File: config.mk
export PLATFORM = sky130hd
export DESIGN_NAME = hazard_ctrl
export DESIGN_NICKNAME = d
export VERILOG_FILES = /design/src/rtl/hazard_ctrl.sv
export SDC_FILE = /design/constraint.sdc
export NUM_CORES = 1
export LEC_CHECK = 0
export CORE_UTILIZATION = 35
export CTS_BUF_LIST = sky130_fd_sc_hd__clkbuf_8
export DETAILED_ROUTE_END_ITERATION = 10
export SETUP_SLACK_MARGIN = 0.4
export SLEW_MARGIN = 20
export SYNTH_ARGS = -nofsm -noshare
export SYNTH_HDL_FRONTEND = slang
export SYNTH_SLANG_ARGS = --single-unit
File: constraint.sdc
create_clock -name i_clk -period 2.4 [get_ports i_clk]
set_input_delay 0.36 -clock i_clk [delete_from_list [all_inputs] [get_ports i_clk]]
set_output_delay 0.36 -clock i_clk [all_outputs]
set_load 0.005 [all_outputs]
File: src/rtl/hazard_ctrl.sv
// hazard_ctrl: pipeline hazard controller. Resolves taken-branch flushes,
// load-use stalls and multi-cycle multiply holds, and keeps saturating
// performance counters for stall, load-use and flush cycles.
//
//   state    | meaning
//   ---------+---------------------------------------------------------
//   RUN      | normal issue; branch / mul_start / load-use handled here
//   MUL_WAIT | multiply in flight; front end and EX held until done
module hazard_ctrl #(
  parameter int MUL_LAT = 4,
  parameter int CNT_W   = 32
) (
  input  logic             i_clk,
  input  logic             i_rst_n,
  input  logic [4:0]       i_id_rs,
  input  logic [4:0]       i_id_rt,
  input  logic             i_id_uses_rt,
  input  logic [4:0]       i_ex_rt,
  input  logic             i_ex_mem_read,
  input  logic             i_ex_branch_taken,
  input  logic             i_ex_mul_start,
  input  logic             i_cnt_clr,
  output logic             o_pc_w_en,
  output logic             o_if_id_w_en,
  output logic             o_if_id_flush,
  output logic             o_id_ex_bubble,
  output logic             o_ex_hold,
  output logic             o_busy,
  output logic [CNT_W-1:0] o_stall_cnt,
  output logic [CNT_W-1:0] o_lu_cnt,
  output logic [CNT_W-1:0] o_flush_cnt
);

  typedef enum logic {
    S_RUN      = 1'b0,
    S_MUL_WAIT = 1'b1
  } state_t;

  localparam logic [3:0] MUL_LOAD = 4'(MUL_LAT - 1);

  state_t           r_state;
  logic [3:0]       r_mul_cnt;
  logic [CNT_W-1:0] r_stall_cnt;
  logic [CNT_W-1:0] r_lu_cnt;
  logic [CNT_W-1:0] r_flush_cnt;

  logic w_run;
  logic w_wait;
  logic w_lu;
  logic w_branch;
  logic w_mul;
  logic w_lu_stall;

  // Events are qualified by reset so the outputs sit at the idle defaults
  // while reset is held, whatever the pipeline inputs are doing.
  assign w_run      = i_rst_n & (r_state == S_RUN);
  assign w_wait     = i_rst_n & (r_state == S_MUL_WAIT);
  assign w_lu       = i_ex_mem_read & (i_ex_rt != 5'd0) &
                      ((i_ex_rt == i_id_rs) | (i_id_uses_rt & (i_ex_rt == i_id_rt)));
  assign w_branch   = w_run & i_ex_branch_taken;
  assign w_mul      = w_run & ~i_ex_branch_taken & i_ex_mul_start;
  assign w_lu_stall = w_run & ~i_ex_branch_taken & ~i_ex_mul_start & w_lu;

  // Control outputs: combinational from state and the current cycle's inputs.
  always_comb begin
    o_pc_w_en      = ~(w_mul | w_lu_stall | w_wait);
    o_if_id_w_en   = ~(w_branch | w_mul | w_lu_stall | w_wait);
    o_if_id_flush  = w_branch;
    o_id_ex_bubble = w_branch | w_lu_stall;
    o_ex_hold      = w_mul | w_wait;
    o_busy         = w_wait;
  end

  // FSM and multiply down-counter; the start cycle counts as the first stall,
  // so MUL_WAIT lasts MUL_LAT-1 cycles and exits on a count of one.
  always_ff @(posedge i_clk or negedge i_rst_n) begin
    if (!i_rst_n) begin
      r_state   <= S_RUN;
      r_mul_cnt <= 4'd0;
    end else begin
      case (r_state)
        S_RUN: begin
          if (w_mul) begin
            r_mul_cnt <= MUL_LOAD;
            r_state   <= S_MUL_WAIT;
          end
        end
        S_MUL_WAIT: begin
          r_mul_cnt <= r_mul_cnt - 4'd1;
          if (r_mul_cnt == 4'd1) r_state <= S_RUN;
        end
        default: r_state <= S_RUN;
      endcase
    end
  end

  // Saturating performance counters; clear wins over a same-cycle increment.
  always_ff @(posedge i_clk or negedge i_rst_n) begin
    if (!i_rst_n) begin
      r_stall_cnt <= '0;
      r_lu_cnt    <= '0;
      r_flush_cnt <= '0;
    end else if (i_cnt_clr) begin
      r_stall_cnt <= '0;
      r_lu_cnt    <= '0;
      r_flush_cnt <= '0;
    end else begin
      if (!o_pc_w_en && (r_stall_cnt != '1)) r_stall_cnt <= r_stall_cnt + 1'b1;
      if (w_lu_stall && (r_lu_cnt != '1))    r_lu_cnt    <= r_lu_cnt + 1'b1;
      if (w_branch && (r_flush_cnt != '1))   r_flush_cnt <= r_flush_cnt + 1'b1;
    end
  end

  assign o_stall_cnt = r_stall_cnt;
  assign o_lu_cnt    = r_lu_cnt;
  assign o_flush_cnt = r_flush_cnt;

endmodule

# Yosys cells after proc, flatten, opt, wreduce, memory -nomap -nowiden
# Index checks and enable logic that the tools add are counted.
[word_totals]
register_bits = 101
input_bits = 22
out_inout_bits = 102
word_cells = 57
[classes]
add_sub_neg = 4
n_eq_ne = 7
muxes = 11
bitwise = 23
reduce_logical = 7
[op_table]
columns = ["cell", "n"]
rows = [
  ["$mux W32", 6],
  ["$add A32 B1 Y32 const B", 3],
  ["$ne A32 B32 Y1 const B", 3],
  ["$and A1 B1 Y1", 10],
  ["$eq A5 B5 Y1", 2],
  ["$or A1 B1 Y1", 8],
  ["$pmux W4 S2", 1],
  ["$reduce_bool A2 Y1", 3],
  ["$not A1 Y1", 5],
  ["$reduce_bool A5 Y1", 1],
  ["$eq A4 B1 Y1 const B", 1],
  ["$mux W4", 1],
  ["$sub A4 B1 Y4 const B", 1],
  ["$logic_and A1 B1 Y1", 3],
  ["$mux W1", 2],
  ["$ne A2 B2 Y1 const B", 1],
  ["$pmux W1 S2", 1],
]

# Logic depth before layout (Yosys ltp)
# Gate-level depths: netlist of the first run.
[depth]
depth_word = 10
depth_mapped = 9
mapped_depth_nobuf = 7

# Worst setup path after synthesis of the first run
# OpenSTA, ideal clock, no wires.
[synth_timing]
path_type = "register -> register"
startpoint = "register r_stall_cnt[0], in the netlist o_stall_cnt[0]"
endpoint = "register r_stall_cnt[20], in the netlist o_stall_cnt[20]"
setup_time_ps = 125
arrival_ps = 2123
t_required_ps = 2275
path_slack_ps = 153
path_stages_with_launch = 7
path_buffers = 0
period_less_slack_ps = 2247
path_cell_list = "dfrtp_1 -> ha_1 -> nand2_1 -> nor4_2 -> a21boi_2 -> nor4bb_1 -> mux2_2"
[synth_via]
elab_chain_cells = 3
elab_cells_between_ends = 6
cone_classes = "add/sub (1); eq/ne (1); mux (2); reduce/logical (2)"
[synth_rtl]
columns = ["item", "line_no", "text"]
rows = [
  ["start: declaration", "43", "logic [CNT_W-1:0] r_stall_cnt;"],
  ["start signal: assignment", "108", "if (!o_pc_w_en && (r_stall_cnt != '1)) r_stall_cnt <= r_stall_cnt + 1'b1;"],
  ["$add A32 B1 Y32 / $ne A32 B32 Y1 (equally long branches)", "108", ""],
  ["$mux W32 / $logic_and A1 B1 Y1 (equally long branches)", "108", ""],
  ["$mux W32 / $reduce_bool A2 Y1 (equally long branches)", "n/a", ""],
]
# Several ways; a longest one is shown, not always the timed one. The select of a mux whose other input is x is not followed.
# A chain may end at the register's enable or synchronous reset.

# Worst setup path after layout of the first run
[layout_timing]
startpoint = "register r_state"
endpoint = "register r_lu_cnt[15], in the netlist o_lu_cnt[15]"
[layout_via]
elab_chain_cells = 7
[layout_rtl]
columns = ["item", "line_no", "text"]
rows = [
  ["start: declaration", "41", "state_t r_state;"],
  ["start signal: assignment", "78", "r_state <= S_RUN;"],
  ["start signal: assignment", "85", "r_state <= S_MUL_WAIT;"],
  ["start signal: assignment", "90", "if (r_mul_cnt == 4'd1) r_state <= S_RUN;"],
  ["$not A1 Y1", "n/a", ""],
  ["$and A1 B1 Y1", "56", "assign w_run = i_rst_n & (r_state == S_RUN);"],
  ["$and A1 B1 Y1 (3 in a row)", "62", "assign w_lu_stall = w_run & ~i_ex_branch_taken & ~i_ex_mul_start & w_lu;"],
  ["$logic_and A1 B1 Y1", "109", "if (w_lu_stall && (r_lu_cnt != '1)) r_lu_cnt <= r_lu_cnt + 1'b1;"],
  ["$reduce_bool A2 Y1 (no source line)", "n/a", ""],
  ["end signal: assignment", "109", ""],
  ["end: declaration", "44", "logic [CNT_W-1:0] r_lu_cnt;"],
]
# No other way between the ends.

==> results.ini, run 1 <==
[status]
status=complete, no violations

[timing]
fin_tns_setup_ps=0
slew_headroom_pct=59.7
rsz0062_at_grt=yes
skew_ps=20.1
max_freq_ghz=0.437
fin_crit_ps=2290
setup_violations=0
drv_slew=0
min_period_over_period_pct=95.4
tightest_slew_ps=604
fin_hold_ws_ps=125
hold_violations=0

[yosys]
syn_inst=612
syn_avg_cell_area_um2=9.26
ys_warn_count=0
ys_ff_latch=101
ys_types=56
synth_edf_count=0
seq_area_frac_synth_pct=44.6
ys.flop_type=dfrtp_1
synthTopCellsByArea=dfrtp_1, xor2_1, nor2_1
synth.net_count=639
synth_area_um2=5670
synth_top_cell_by_area=dfrtp_1
synth-async-reset-ratio_pct=100
synth_top_area_share_pct=44.6

[layout]
drive_above_1_share_pct=33.0
fin_nets=889
area_growth_pct=61.3
diodes=0

[clock_network]
cts.sinks=101
cts_tree=done
cts_max_level=3
cts_hold_repair.buffers=0
clk_latency_ps=390
cts_root_buf=clkbuf_8
clk_path_buf_depth=2
cts_made_buffers=9
path_clk_slew_ps=110

[drt]
routed_wl_um=17800
routed-via-count=5795
antenna_left=0
wl_per_cell_um=16.5
dr.pass1.iters=4
drc=0
drt_iter0_markers=308
via_per_inst=5.35

[global_route]
grt_use_total_pct=20.8
grt_pass1_wl_um=27300
grt_pass1_vias=5444
grt_max_degree=59
gr-total-overflow=0
antenna_found_initial=0

[worst_hold_path]
hp-class=in -> async

[placement]
dp_hpwl_um=11500
port_buffers=123
place.gp.congestion=0.823

[power]
internal_power_mw=2.75
cellPowerDensity_nw_per_um2=423
swShare_pct=28.8
p_leak_nw=3.74
combPwrFrac_pct=21.1
clock_power_share_pct=32.2
p_seq_share_pct=46.7
vdd_drop_max_mv=0.313
p_switching_mw=1.11

[worst_setup_path]
crit_buf_inv=3
cp_max_fo=4
cp_slowest_cell=dfrtp_2
cp.arrival_ps=2560
crit_path_end_kind=flop
cp_slowest_stage_delay_ps=450
critPathTopFamily=simple AND/OR/NAND/NOR gates
path_cells=nor4b_4 -> o211ai_1 -> buf_4 -> buf_6 -> or3_4 -> buf_12 -> nor3b_4 -> mux2_4
critPathRequiredTime_ps=2670
start_kind=flop
crit_type=reg -> reg

[floorplan]
die_area_um2=16700
rows=46
start_util_pct=35.8
die_w_um=129
ioPinCount=124
core-area_um2=15800
die_y_um=129

[job]
maxCapViolCount=0

## worst register-to-register path, stage by stage, from the launching register on
cell and delay, ps:
dfrtp_2 450, nor4b_4 260, o211ai_1 150, buf_4 160, buf_6 120, or3_4 370
buf_12 160, nor3b_4 190, mux2_4 320
## metrics by stage
stage                     instance area, um2  instances  power [mW]  utilization, %  setup slack [ps]
after floorplan                         5750        612        2.11               -               380
after global placement                  7680       1001        2.43            48.5              -319
after detailed placement                7680       1001        2.45            48.5              -369
after CTS                               8450       1054        3.77            53.4               155
after global routing                    9140       1083        4.04            57.7              3.72
final                                   9140       1083        3.86            57.7               109
## synth_stat cells (3+ instances only)
cell type and number:
dfrtp_1 101, nor2_1 69, nand2_1 45, a21oi_1 38
nand3_1 38, xor2_1 37, nand4_1 30, o21ai_0 21
xnor2_1 21, or4_1 20, or3_1 19, clkbuf_1 16
nor3_1 16, o31ai_1 15, and3_1 14, inv_1 12
nor2b_1 12, and4_1 8, nor4_2 7, and2_1 6
ha_1 5, mux2_1 5, a31oi_1 4, buf_4 4
nor4_1 4, a211oi_1 3, a21o_1 3, buf_2 3
mux2i_1 3, nor4bb_1 3
## state kept, by name (all words and copies together), names as in the netlist
signal       count
o_flush_cnt     32
o_lu_cnt        32
o_stall_cnt     32
r_mul_cnt        4
r_state          1
## final cells by class
cell class                      count  area (um2)
Inverter                           12        45.0
Fill cell                        1347        6690
Tap cell                          216         270
Timing Repair Buffer              262        2390
Sequential cell                   101        2540
Clock buffer                        9         124
Clock inverter                      7        98.8
Multi-Input combinational cell    476        3670
## final timing paths
check	slack, ps	cells after the start	end	startpoint
max	110	8	o_lu_cnt[15]$_DFFE_PN0P_	r_state$_DFF_PN0_
min	120	2	o_lu_cnt[29]$_DFFE_PN0P_	i_rst_n
max reg2reg	110	8	o_lu_cnt[15]$_DFFE_PN0P_	r_state$_DFF_PN0_
min reg2reg	520	1	r_mul_cnt[0]$_DFFE_PN0P_	r_mul_cnt[0]$_DFFE_PN0P_
max in group asynchronous	1750	2	o_flush_cnt[14]$_DFFE_PN0P_	i_rst_n
min in group i_clk	440	2	o_lu_cnt[2]$_DFFE_PN0P_	i_cnt_clr
## logic make-up after synthesis
kind of cell | Yosys count | synth area share, %
AO/OA/AOI/OAI | 99 | 11.0
AND/OR/NAND/NOR | 304 | 29.7
adder cells (fa/ha/maj) | 5 | 1.10
XOR/XNOR | 58 | 8.97
multiplexers | 10 | 1.92
flip-flops | 101 | 44.6
buffers and inverters | 35 | 2.65
## timing repair
action,in CTS,in global routing
endpoints found under the setup margin,90,101
setup buffers,36,28
gates cloned,1,1
resized for setup,105,102
pin swaps,50,50
## layer usage
| layer | vias to the layer above | GRT usage [%] | share of wire (%) |
|---|---|---|---|
| met5 | - | 0 | 0 |
| li1 | 2741 | - | - |
| met3 | 22 | 5.53 | 4.8 |
| met2 | 146 | 35.9 | 52 |
| met4 | 0 | 6.51 | 1.7 |
| met1 | 2886 | 25.2 | 42 |
## power groups by stage
stage | combinational [mW] | clock (mW) | sequential [mW]
2_1_floorplan | 0.284 | 0 | 1.82
3_3_place_gp | 0.597 | 0 | 1.83
3_5_place_dp | 0.613 | 0 | 1.83
4_1_cts | 0.680 | 1.29 | 1.80
5_1_grt | 0.878 | 1.36 | 1.81
6_report | 0.815 | 1.25 | 1.80
## placed cells by master (no fill, tap or decap), types with 4 or more instances in the layout
cell / netlist / layout
clkbuf_8: 0 / 9
and2_1: 6 / 6
inv_1: 12 / 10
nor3_1: 16 / 13
nand3_4: 0 / 6
xnor2_1: 21 / 17
nand3_1: 38 / 28
nor2b_1: 12 / 12
or3_1: 19 / 16
dlygate4sd2_1: 0 / 10
clkdlybuf4s50_1: 0 / 102
o31ai_1: 15 / 7
nand4_1: 30 / 30
o21ai_0: 21 / 16
buf_2: 3 / 6
and4_1: 8 / 7
buf_6: 0 / 34
buf_4: 4 / 104
xnor2_2: 0 / 4
nand3_2: 1 / 5
a21oi_1: 38 / 22
o21ai_1: 1 / 4
mux2_4: 0 / 4
nor2_1: 69 / 68
dfrtp_2: 0 / 10
dfrtp_1: 101 / 91
a21oi_2: 1 / 16
nand2_2: 0 / 6
nor4_4: 0 / 9
and3_1: 14 / 10
o31ai_2: 0 / 7
or3_4: 1 / 4
nand2_1: 45 / 37
or4_4: 0 / 7
xor2_1: 37 / 36
or4_1: 20 / 13
Note: power is estimated with default switching activity, not from simulation.
==> inputs of run 2 (changes only) <==
CTS_BUF_LIST = not set   (was sky130_fd_sc_hd__clkbuf_8)
PLACE_DENSITY = 0.69   (was not set)
==> results.ini, run 2 (synthesis results as in run 1) <==
[layout]
fin_nets=898  ; +1.0%
mostFrequentLayoutCell=buf_4
drive_above_1_share_pct=33.9  ; +0.92 points
fillers=1289  ; -4.3%
final_cell_mix=buf_4, clkdlybuf4s50_1, dfrtp_1, nor2_1
stdcell_count=1092  ; +0.83%
final-seq-area_um2=2540  ; about the same
area_growth_pct=65.8
diodes=0  ; unchanged
final_core_util_pct=59.3  ; +1.6 points
multi_input_area_um2=3730  ; +1.6%

[global_route]
antenna_found_initial=0  ; unchanged
gr-total-overflow=0  ; unchanged
grt_pass1_wl_um=26900  ; -1.5%
grt_pass1_vias=5491  ; +0.86%
grt_max_degree=69  ; +17%
grt_use_total_pct=20.4  ; -0.36 points

[drt]
routed-via-count=5882  ; +1.5%
drt_iter0_markers=273  ; -11%
wl_per_cell_um=16.4  ; -0.48%
routed_wl_um=17900  ; +0.34%
dr.pass1.iters=4  ; unchanged
antenna_left=0  ; unchanged
drc=0  ; unchanged
via_per_inst=5.39  ; +0.66%

[worst_hold_path]
hp-class=in -> async

[timing]
tightest_slew_ps=768  ; +164 ps
fin_crit_ps=2210  ; -81.2 ps
max_freq_ghz=0.453  ; +3.7%
rsz0062_at_grt=yes
setup_violations=0  ; unchanged
drv_slew=0  ; unchanged
worst_slack_ps=191  ; +81.2 ps
slew_headroom_pct=48.8  ; -11 points
skew_ps=13.2  ; -6.88 ps
fin_tns_setup_ps=0  ; unchanged
hold_violations=0  ; unchanged
min_period_over_period_pct=92.1  ; -3.4 points

[clock_network]
cts_tree=done
cts_made_buffers=9  ; unchanged
clk_latency_ps=350  ; -40 ps
cts.sinks=101  ; unchanged
cts_max_level=3  ; unchanged
clk_path_buf_depth=2  ; unchanged
path_clk_slew_ps=80  ; -30 ps
cts_root_buf=clkbuf_16

[power]
cellPowerDensity_nw_per_um2=456  ; +7.9%
vdd_drop_max_mv=0.325  ; +3.6%
p_switching_mw=1.12  ; +0.53%
swShare_pct=26.1  ; -2.7 points
p_seq_share_pct=42.0  ; -4.7 points
p_leak_nw=3.95  ; +5.6%
fin_total_pwr_mw=4.29  ; +11%
clock_power_share_pct=38.0  ; +5.8 points
combPwrFrac_pct=20.0  ; -1.1 points
internal_power_mw=3.17  ; +15%

[worst_setup_path]
crit_type=reg -> reg
cp.arrival_ps=2480  ; -80 ps
start_kind=flop
cp_max_fo=5  ; +1
crit_path_end_kind=flop
critPathRequiredTime_ps=2670  ; about the same

[status]
status=complete, no violations

[placement]
port_buffers=123  ; unchanged
placedCellCount=1001  ; unchanged
dp_hpwl_um=10900  ; -5.7%
place.gp.congestion=0.786  ; -4.5%
pre_cts_ws_ps=-417  ; -48.7 ps

[floorplan]
core-area_um2=15800  ; unchanged
die_area_um2=16700  ; unchanged
die_w_um=129  ; unchanged
rows=46  ; unchanged
start_util_pct=35.8  ; unchanged
die_y_um=129  ; unchanged
ioPinCount=124  ; unchanged

[job]
maxCapViolCount=0  ; unchanged

-- run 2: cell count changes in the layout (fill, tap and decap cells not counted), sizes merged --
cell | before | now
dlygate4sd3 | 0 | 1
or3 | 20 | 21
dlymetal6s2s | 0 | 1
clkdlybuf4s15 | 1 | 2
clkdlybuf4s50 | 102 | 98
clkinv | 3 | 0
buf | 146 | 155
dlygate4sd2 | 10 | 11
inv | 13 | 12
or4 | 20 | 21
clkbuf | 12 | 14
-- run 2: critical path, stage by stage (launching register included) --
cell      delay, ps
dfrtp_1         430
nor4b_4         240
o211ai_1        160
buf_4           180
a32oi_4         220
nand2_4         150
buf_16          160
or4_1           410
a21oi_1         160
-- run 2: metal layers --
metal / track usage (%) / wire length (um) / vias to the layer above
met5: 0 / 0 / -
met4: 8.65 / 320 / 0
met3: 2.64 / 601 / 22
met2: 35.0 / 9260 / 151
met1: 25.9 / 7700 / 2947
li1: - / - / 2762
-- run 2: metrics by stage --
step                      hold slack (ps)  instance area [um2]
final                                81.6                 9390
after global routing                  111                 9390
after CTS                             170                 8760
after detailed placement              327                 7700
after global placement                321                 7700
after floorplan                      64.4                 5750
-- run 2: path summary, 6_finish.rpt --
| kind | slack, ps | to | cells after the start | startpoint |
|---|---|---|---|---|
| min in group i_clk | 490 | r_mul_cnt[3]$_DFFE_PN0P_ | 1 | r_mul_cnt[3]$_DFFE_PN0P_ |
| setup reg to reg | 190 | o_stall_cnt[15]$_DFFE_PN0P_ | 8 | r_state$_DFF_PN0_ |
| setup / recovery | 190 | o_stall_cnt[15]$_DFFE_PN0P_ | 8 | r_state$_DFF_PN0_ |
| hold reg to reg | 490 | r_mul_cnt[3]$_DFFE_PN0P_ | 1 | r_mul_cnt[3]$_DFFE_PN0P_ |
| hold / removal | 80 | o_stall_cnt[22]$_DFFE_PN0P_ | 2 | i_rst_n |
| max in group asynchronous | 1250 | o_flush_cnt[15]$_DFFE_PN0P_ | 3 | i_rst_n |
-- run 2: what timing repair did --
| item | 4_1_cts | 5_1_grt |
|---|---|---|
| buffers inserted | 41 | 29 |
| resized for setup | 122 | 100 |
| hold buffers | 1 | 0 |
| pin swaps | 63 | 50 |
| endpoints found under the hold margin | 7 | 0 |
| gates cloned | 3 | 1 |
| endpoints found under the setup margin | 96 | 100 |
-- run 2: final cells by class --
class	count	area share [%]
repair buffers	269	26.4
clock inverters	3	0.719
flip-flops and latches	101	27.0
multi-input cells	478	39.7
clock buffers	13	2.77
inverters	12	0.480
well taps	216	2.88
-- run 2: power groups by stage --
stage,clock network [mW],registers [mW],logic [mW]
2_1_floorplan,0,1.82,0.284
3_3_place_gp,0,1.83,0.581
3_5_place_dp,0,1.83,0.594
4_1_cts,1.66,1.80,0.765
5_1_grt,1.73,1.80,0.929
6_report,1.63,1.80,0.855
==> inputs of run 3 (changes only) <==
CTS_CLUSTER_SIZE = 40   (was not set)
==> results of run 3 <==
The final DEF is identical to that of run 2; final timing and power are the same.
